## src/rtl/fc_layer_mac_seq_if.sv

```systemverilog
// ---------------------------------------------------------------------------
// fc_layer_mac_seq_if
// Bus bundle for the sequential fully-connected layer.
//
// Signals:
//   start            request a new run; sampled only while the layer is idle
//   in_vector_flat   x[j] at [j*W +: W], signed
//   weights_flat     w[i][j] at [(i*IN_SIZE+j)*W +: W], signed
//   biases_flat      bias[i] at [i*W +: W], signed
//   out_vector_flat  out[i] at [i*W +: W], signed, registered
//   done             one-cycle pulse when every output is valid
//   busy             high while a run is in progress
//
// Modports:
//   master  the side that issues start, supplies operands and reads results
//   slave   the layer itself
// ---------------------------------------------------------------------------
interface fc_layer_mac_seq_if #(
    parameter int W        = 8,
    parameter int IN_SIZE  = 16,
    parameter int OUT_SIZE = 8
);
    logic                           start;
    logic [W*IN_SIZE-1:0]           in_vector_flat;
    logic [W*OUT_SIZE*IN_SIZE-1:0]  weights_flat;
    logic [W*OUT_SIZE-1:0]          biases_flat;
    logic [W*OUT_SIZE-1:0]          out_vector_flat;
    logic                           done;
    logic                           busy;

    modport master (
        output start, in_vector_flat, weights_flat, biases_flat,
        input  out_vector_flat, done, busy
    );

    modport slave (
        input  start, in_vector_flat, weights_flat, biases_flat,
        output out_vector_flat, done, busy
    );
endinterface

```

## src/rtl/fc_layer_mac_seq.sv

```systemverilog
// ---------------------------------------------------------------------------
// fc_layer_mac_seq
// Sequential fully-connected layer:
//   out[i] = sat((bias[i] + sum_j w[i][j]*x[j]) >>> OUT_SHIFT)
// NUM_LANES MAC units work on one group of neurons at a time; groups are
// processed one after another (IN_SIZE MAC cycles + 1 write cycle each).
//
// Ports:
//   clk    rising-edge clock
//   reset  synchronous, active-high reset (aborts a run in progress)
//   bus    fc_layer_mac_seq_if.slave: start, flattened operands,
//          registered flattened results, done pulse, busy level
//
// Operands are read combinationally from the bus during the run; the
// driver must hold them stable from start acceptance until done.
//
// Build option:
//   FC_RELU_EN  when defined, negative saturated results are written as 0.
// ---------------------------------------------------------------------------
module fc_layer_mac_seq #(
    parameter int IN_SIZE   = 16,
    parameter int OUT_SIZE  = 8,
    parameter int W         = 8,
    parameter int ACC_WIDTH = 2*W+8,
    parameter int NUM_LANES = 1,
    parameter int OUT_SHIFT = 0
) (
    input  logic               clk,
    input  logic               reset,
    fc_layer_mac_seq_if.slave  bus
);

    localparam int JW = (IN_SIZE  > 1) ? $clog2(IN_SIZE)  : 1;
    localparam int NW = (OUT_SIZE > 1) ? $clog2(OUT_SIZE) : 1;

    localparam logic [JW-1:0] J_LAST    = JW'(IN_SIZE - 1);
    // Neuron base index of the final group; reaching it ends the run.
    localparam logic [NW-1:0] BASE_LAST = NW'(OUT_SIZE - NUM_LANES);
    localparam logic [NW-1:0] BASE_STEP = NW'(NUM_LANES);

    localparam logic signed [ACC_WIDTH-1:0] SAT_MAX = ACC_WIDTH'((1 << (W-1)) - 1);
    localparam logic signed [ACC_WIDTH-1:0] SAT_MIN = ~SAT_MAX;

    typedef enum logic [1:0] {ST_IDLE, ST_MAC, ST_WRITE, ST_DONE} state_t;

    state_t                 state_reg;
    logic [JW-1:0]          j_reg;
    logic [NW-1:0]          nbase_reg;   // first neuron of the current group
    logic                   done_reg;
    logic                   busy_reg;
    logic signed [W-1:0]    out_reg [OUT_SIZE];

    logic signed [W-1:0]    x_arr [IN_SIZE];
    logic signed [W-1:0]    w_arr [OUT_SIZE][IN_SIZE];
    logic signed [W-1:0]    b_arr [OUT_SIZE];
    logic signed [W-1:0]    lane_res [NUM_LANES];

    logic                   last_grp;
    logic                   acc_load;
    logic [NW-1:0]          load_base;

    // ---------------------------------------------------------------
    // Unpack the flattened buses into indexable arrays
    // ---------------------------------------------------------------
    genvar gi;
    generate
        for (gi = 0; gi < IN_SIZE; gi++) begin : g_x
            assign x_arr[gi] = bus.in_vector_flat[gi*W +: W];
        end
        for (gi = 0; gi < OUT_SIZE*IN_SIZE; gi++) begin : g_w
            assign w_arr[gi/IN_SIZE][gi%IN_SIZE] = bus.weights_flat[gi*W +: W];
        end
        for (gi = 0; gi < OUT_SIZE; gi++) begin : g_b
            assign b_arr[gi] = bus.biases_flat[gi*W +: W];
            assign bus.out_vector_flat[gi*W +: W] = out_reg[gi];
        end
    endgenerate

    assign bus.done = done_reg;
    assign bus.busy = busy_reg;

    assign last_grp = (nbase_reg == BASE_LAST);

    // Accumulators are (re)loaded with biases on start and between groups,
    // so the first MAC cycle of every group already sees bias in acc.
    assign acc_load = ((state_reg == ST_IDLE)  && bus.start) ||
                      ((state_reg == ST_WRITE) && !last_grp);

    // Base of the group whose biases are being loaded; only meaningful
    // while acc_load is high, held at 0 otherwise to stay in range.
    assign load_base = ((state_reg == ST_WRITE) && !last_grp) ? (nbase_reg + BASE_STEP) : '0;

    // ---------------------------------------------------------------
    // MAC lanes
    // ---------------------------------------------------------------
    generate
        for (gi = 0; gi < NUM_LANES; gi++) begin : g_lane
            logic [NW-1:0]                 nidx;
            logic [NW-1:0]                 lidx;
            logic signed [2*W-1:0]         prod;
            logic signed [ACC_WIDTH-1:0]   acc_reg;
            logic signed [ACC_WIDTH-1:0]   shifted;
            logic signed [ACC_WIDTH-1:0]   sat_val;

            assign nidx = nbase_reg + NW'(gi);
            assign lidx = load_base + NW'(gi);

            // Both operands are signed, so the multiply is evaluated at
            // 2W bits with sign extension: the full product, no wrap.
            assign prod = w_arr[nidx][j_reg] * x_arr[j_reg];

            always_ff @(posedge clk) begin
                if (reset) begin
                    acc_reg <= '0;
                end else if (acc_load) begin
                    acc_reg <= {{(ACC_WIDTH-W){b_arr[lidx][W-1]}}, b_arr[lidx]};
                end else if (state_reg == ST_MAC) begin
                    acc_reg <= acc_reg + {{(ACC_WIDTH-2*W){prod[2*W-1]}}, prod};
                end
            end

            // Arithmetic shift rounds toward minus infinity.
            assign shifted = acc_reg >>> OUT_SHIFT;

            always_comb begin
                sat_val = shifted;
                if (shifted > SAT_MAX) begin
                    sat_val = SAT_MAX;
                end else if (shifted < SAT_MIN) begin
                    sat_val = SAT_MIN;
                end
`ifdef FC_RELU_EN
                if (sat_val < 0) begin
                    sat_val = '0;
                end
`else
`endif
            end

            assign lane_res[gi] = sat_val[W-1:0];
        end
    endgenerate

    // ---------------------------------------------------------------
    // Control FSM with registered done/busy and result registers
    // ---------------------------------------------------------------
    always_ff @(posedge clk) begin
        if (reset) begin
            state_reg <= ST_IDLE;
            j_reg     <= '0;
            nbase_reg <= '0;
            done_reg  <= 1'b0;
            busy_reg  <= 1'b0;
            for (int i = 0; i < OUT_SIZE; i++) begin
                out_reg[i] <= '0;
            end
        end else begin
            case (state_reg)
                ST_IDLE: begin
                    done_reg <= 1'b0;
                    if (bus.start) begin
                        state_reg <= ST_MAC;
                        j_reg     <= '0;
                        nbase_reg <= '0;
                        busy_reg  <= 1'b1;
                    end
                end
                ST_MAC: begin
                    if (j_reg == J_LAST) begin
                        j_reg     <= '0;
                        state_reg <= ST_WRITE;
                    end else begin
                        j_reg <= j_reg + JW'(1);
                    end
                end
                ST_WRITE: begin
                    for (int l = 0; l < NUM_LANES; l++) begin
                        out_reg[nbase_reg + NW'(l)] <= lane_res[l];
                    end
                    if (last_grp) begin
                        state_reg <= ST_DONE;
                        busy_reg  <= 1'b0;
                        done_reg  <= 1'b1;
                    end else begin
                        nbase_reg <= nbase_reg + BASE_STEP;
                        j_reg     <= '0;
                        state_reg <= ST_MAC;
                    end
                end
                ST_DONE: begin
                    // start is deliberately ignored here: no queuing.
                    done_reg  <= 1'b0;
                    state_reg <= ST_IDLE;
                end
                default: begin
                    state_reg <= ST_IDLE;
                    busy_reg  <= 1'b0;
                    done_reg  <= 1'b0;
                end
            endcase
        end
    end

endmodule
```

## src/flat_wrapper.sv

```systemverilog
// flat-port wrapper written by rule: the top's interface ports become plain ports
module fc_layer_mac_seq_flat 
#(
    parameter int IN_SIZE   = 16,
    parameter int OUT_SIZE  = 8,
    parameter int W         = 8,
    parameter int ACC_WIDTH = 2*W+8,
    parameter int NUM_LANES = 1,
    parameter int OUT_SHIFT = 0
)
  (clk, reset, bus_start, bus_in_vector_flat, bus_weights_flat, bus_biases_flat, bus_out_vector_flat, bus_done, bus_busy);
  fc_layer_mac_seq_if #(.W(W), .IN_SIZE(IN_SIZE), .OUT_SIZE(OUT_SIZE)) bus_i ();
  input  logic clk;
  input  logic reset;
  input wire logic [$bits(bus_i.start)-1:0] bus_start;
  input wire logic [$bits(bus_i.in_vector_flat)-1:0] bus_in_vector_flat;
  input wire logic [$bits(bus_i.weights_flat)-1:0] bus_weights_flat;
  input wire logic [$bits(bus_i.biases_flat)-1:0] bus_biases_flat;
  output wire logic [$bits(bus_i.out_vector_flat)-1:0] bus_out_vector_flat;
  output wire logic [$bits(bus_i.done)-1:0] bus_done;
  output wire logic [$bits(bus_i.busy)-1:0] bus_busy;
  assign bus_i.start = bus_start;
  assign bus_i.in_vector_flat = bus_in_vector_flat;
  assign bus_i.weights_flat = bus_weights_flat;
  assign bus_i.biases_flat = bus_biases_flat;
  assign bus_out_vector_flat = bus_i.out_vector_flat;
  assign bus_done = bus_i.done;
  assign bus_busy = bus_i.busy;
  fc_layer_mac_seq #(.IN_SIZE(IN_SIZE), .OUT_SIZE(OUT_SIZE), .W(W), .ACC_WIDTH(ACC_WIDTH), .NUM_LANES(NUM_LANES), .OUT_SHIFT(OUT_SHIFT)) u_core (.clk(clk), .reset(reset), .bus(bus_i));
endmodule
```

## config.mk

```make
export PLATFORM = sky130hd
export DESIGN_NAME = fc_layer_mac_seq_flat
export DESIGN_NICKNAME = d
export VERILOG_FILES = /design/src/rtl/fc_layer_mac_seq_if.sv /design/src/rtl/fc_layer_mac_seq.sv /design/src/flat_wrapper.sv
export SDC_FILE = /design/constraint.sdc
export NUM_CORES = 1
export LEC_CHECK = 0
export CAP_MARGIN = 20
export CORE_AREA = 2 2 498 500
export CTS_CLUSTER_SIZE = 30
export DETAILED_ROUTE_END_ITERATION = 12
export DIE_AREA = 0 0 500 502
export SYNTH_ARGS = -nofsm -noshare
export SYNTH_HDL_FRONTEND = slang
export SYNTH_SLANG_ARGS = --single-unit
```

## constraint.sdc

```tcl
create_clock -name clk -period 13.5 [get_ports clk]
set_clock_uncertainty 0.2 [all_clocks]
set_input_delay 3.375 -clock clk [delete_from_list [all_inputs] [get_ports clk]]
set_output_delay 3.375 -clock clk [all_outputs]
set_load 0.02 [all_outputs]
```

==> key figures <==
Worst setup path
  – Crit path kind: in2reg
  – Setup crit start kind: primary input
  – Slowest stage cell, crit path: a221oi_1
  – Largest stage delay, worst path: 1140 ps
  – Critical Path RT: 13600 ps
  – CP bufs+invs: 5
  – Worst path arrival time: 12740 ps
  – CP max FO: 8
  – Endpoint class of the critical path: register
  – FF-to-FF Start: u_core.nbase_reg[1]$_SDFFE_PP0P_
  – Critical Path Start: bus_weights_flat[460]
  – CP delay by family, top: compound AO/OA/AOI/OAI gates

Drt
  – Post-route DRC: 0
  – Drt pass-1 iters: 6
  – Total wire length: 280000 um
  – Via count: 26400
  – Initial DRC count: 2895
  – DR vias/cell: approximately 4
  – Routed len/inst: 42.3 um
  – Routed Antenna Nets: 0

Pwr
  – Cell Int Power: 0.00489 W
  – Switching power share of the total: 0.560
  – Power Density: ~320 nW/um^2
  – Switching power: slightly above 0.006 W
  – Sequential share of power: 0.040
  – Total Power: 0.0111 W
  – Leak: 11.5 nW
  – Comb pwr share: 0.936
  – Clock share of power: 0.024
  – Peak supply drop: 0.000749 V

Run
  – Max cap viols: 0

Clock network
  – Worst-Skew Late Latency: 390 ps
  – CTS root buffer: clkbuf_16
  – CTS tree: built
  – CTS clock-pin slew for the worst setup and hold paths: 80 ps
  – Setup Buffers After CTS: 0
  – Post-CTS Hold Fix Bufs: 0
  – CTS H-tree depth: 3
  – Longest Clk Path Bufs: 2
  – Total clock sinks: 99
  – Post-CTS resize count: 0
  – Cts bufs inserted: 9

Final layout
  – Layout cell share with drive strength beyond 1: 0.102
  – Area delta synth->final: 98.6%
  – Fill cells: 28000
  – Max reg flops: 64
  – Register area: 2650 um^2
  – Final nets: 4624
  – Area taken by multi-input logic gates: 13500 um^2

Die
  – Die area: approximately 250000 um^2
  – Die Ht: 502 um
  – Starting Density: 0.0716
  – Cell Rows: roughly 180
  – Core area: 245000 um^2
  – Top Ports: 1285
  – Chip width: around 500 um

Logic synthesis
  – EDFF count, synth: 64
  – Synth warnings: 0
  – Avg Cell Area, Syn: 8.45 um^2
  – Post-synthesis register bit count: 99
  – Synthesized area: 17600 um^2
  – Post-synthesis sequential area ratio: 0.149
  – Syn Inst Count: 2076
  – Ys flop type: edfxtp_1
  – Synth async-reset ratio: 0
  – Total nets after synthesis: approximately 3400
  – Yosys cell types: 91

Global routing
  – Vias in the first global route: 25600
  – Total GRT Usage: 0.213
  – Pin count of the biggest net entering global routing: 113
  – Grt ovf: 0
  – First-pass GRT wire length: roughly 330000 um
  – Number of antenna violations at the first check in global routing: a little over 300

Worst hold path
  – HP Class: reg2reg
  – Hold path startpoint: u_core.bus.done$_SDFFE_PP0P_

STA
  – # setup viols final: 0
  – Final min period: ~13000 ps
  – TNS Setup: 0 ps
  – Achievable frequency: between 70 and 80 MHz
  – Max-slew violations: 0
  – Slew headroom: 0.0900
  – Period utilisation layout: 0.936
  – Worst slew pin tran: approximately 1400 ps
  – RSZ-0062 raised after global routing: no
  – Final hold vios: 0

Run status
  – Outcome: completed

Place
  – Placer congestion estimate: between 0.9 and 1
  – Post-DP HPWL: about 250000 um
  – Number of port buffers: 1284
power groups by stage:
stage | clock, W | sequential (W) | combinational (W)
after floorplan | 0 | 0.000423 | 0.00699
after global placement | 0 | 0.000453 | 0.0107
after detailed placement | 0 | 0.000455 | 0.0105
after CTS | 0.000273 | 0.000447 | 0.0105
after global routing | 0.000284 | 0.000451 | 0.0116
final | 0.000263 | 0.000446 | 0.0104
worst min-delay path: stages, from the launching register on:
cell	delay [ps]
dfxtp_1	320
o21ai_0	70
a21oi_1	60
cells by family after synthesis:
| group | Yosys count | synth area share |
|---|---|---|
| AO/OA/AOI/OAI | 755 | 0.316 |
| XOR/XNOR | 35 | 0.0175 |
| adder cells (fa/ha/maj) | 116 | 0.107 |
| flip-flops | 99 | 0.149 |
| buffers and inverters | 298 | 0.0875 |
| AND/OR/NAND/NOR | 538 | 0.139 |
| multiplexers | 235 | 0.183 |
path summary, 6_finish.rpt:
path | end | slack, ps | depth (start not counted)
min reg2reg | u_core.bus.done$_SDFFE_PP0P_ | 290 | 2
min | u_core.bus.done$_SDFFE_PP0P_ | 290 | 2
max reg2reg | u_core.g_lane[0].acc_reg[23]$_SDFFE_PP0P_ | 2380 | 33
max | u_core.g_lane[0].acc_reg[23]$_SDFFE_PP0P_ | 860 | 32
layout make-up:
class,instances,share of cell area
Multi-Input combinational cell,1679,0.388
Sequential cell,99,0.0759
Tap cell,3220,0.116
Timing Repair Buffer,1396,0.394
Clock buffer,10,0.00657
Clock inverter,6,0.00136
Inverter,104,0.0113
Antenna cell,97,0.00696
cell usage in the layout (no fill, tap or decap), drive strengths merged, types with 10 or more instances in the layout:
cell,count
a211oi,29
a21o,17
a21oi,128
a221o,18
a221oi,85
a22o,25
a22oi,167
a31oi,25
a41oi,15
and2,14
and3,19
buf,113
clkbuf,10
clkdlybuf4s50,1283
dfxtp,35
diode,97
edfxtp,64
fa,56
ha,60
inv,107
mux2,84
mux2i,91
mux4,60
nand2,135
nand2b,17
nand3,33
nand4,16
nor2,240
nor2b,15
nor3,20
o211ai,25
o21ai,84
o21bai,10
o221ai,17
o22ai,12
o2bb2ai,20
xnor2,28
synthesized netlist by cell type (15+ instances only):
cell type  count  share of area
nor3_1        20         0.0057
o221ai_1      17         0.0085
inv_1        102          0.022
nand2_1      135          0.029
o211ai_1      25          0.011
mux2i_1       91          0.052
nand2b_1      17         0.0061
nand4_1       16         0.0057
a21oi_1      127          0.036
buf_2         75          0.021
a31oi_1       24         0.0086
ha_1          60          0.043
a22oi_1      166          0.071
mux4_2        60          0.077
xnor2_1       28          0.014
a41oi_1       15         0.0075
a21o_1        17         0.0073
a211oi_1      29          0.012
nor2_1       237          0.051
buf_4         27          0.012
and3_1        19         0.0068
a221o_1       18          0.010
a221oi_1      81          0.040
edfxtp_1      64           0.11
mux2_2        79          0.051
o2bb2ai_1     19         0.0095
nand3_1       33         0.0094
fa_1          56          0.064
a22o_1        25          0.012
dfxtp_1       35          0.040
buf_6         23          0.015
o21ai_0       71          0.020
clkbuf_1      55          0.012
metrics by stage:
| stage | instances | hold WS [ps] | area [um^2] | worst slack [ps] | utilization |
|---|---|---|---|---|---|
| finish | 6611 | 292 | 34900 | 858 | 0.142 |
| global route | 6561 | 312 | 34700 | 424 | 0.142 |
| global placement | 6495 | 270 | 34300 | 433 | 0.140 |
| detailed placement | 6498 | 281 | 34300 | 604 | 0.140 |
| floorplan | 2076 | 301 | 17600 | 2600 | - |
| CTS | 6514 | 294 | 34600 | 990 | 0.141 |
routing by layer:
metal,vias to the layer above,GRT usage,share of wire
met1,12900,0.253,0.39
met2,2036,0.341,0.45
met4,174,0.0780,0.045
li1,10600,-,-
met5,-,0.000386,0.0040
met3,640,0.0882,0.11
Note: power is estimated with default switching activity, not from simulation.
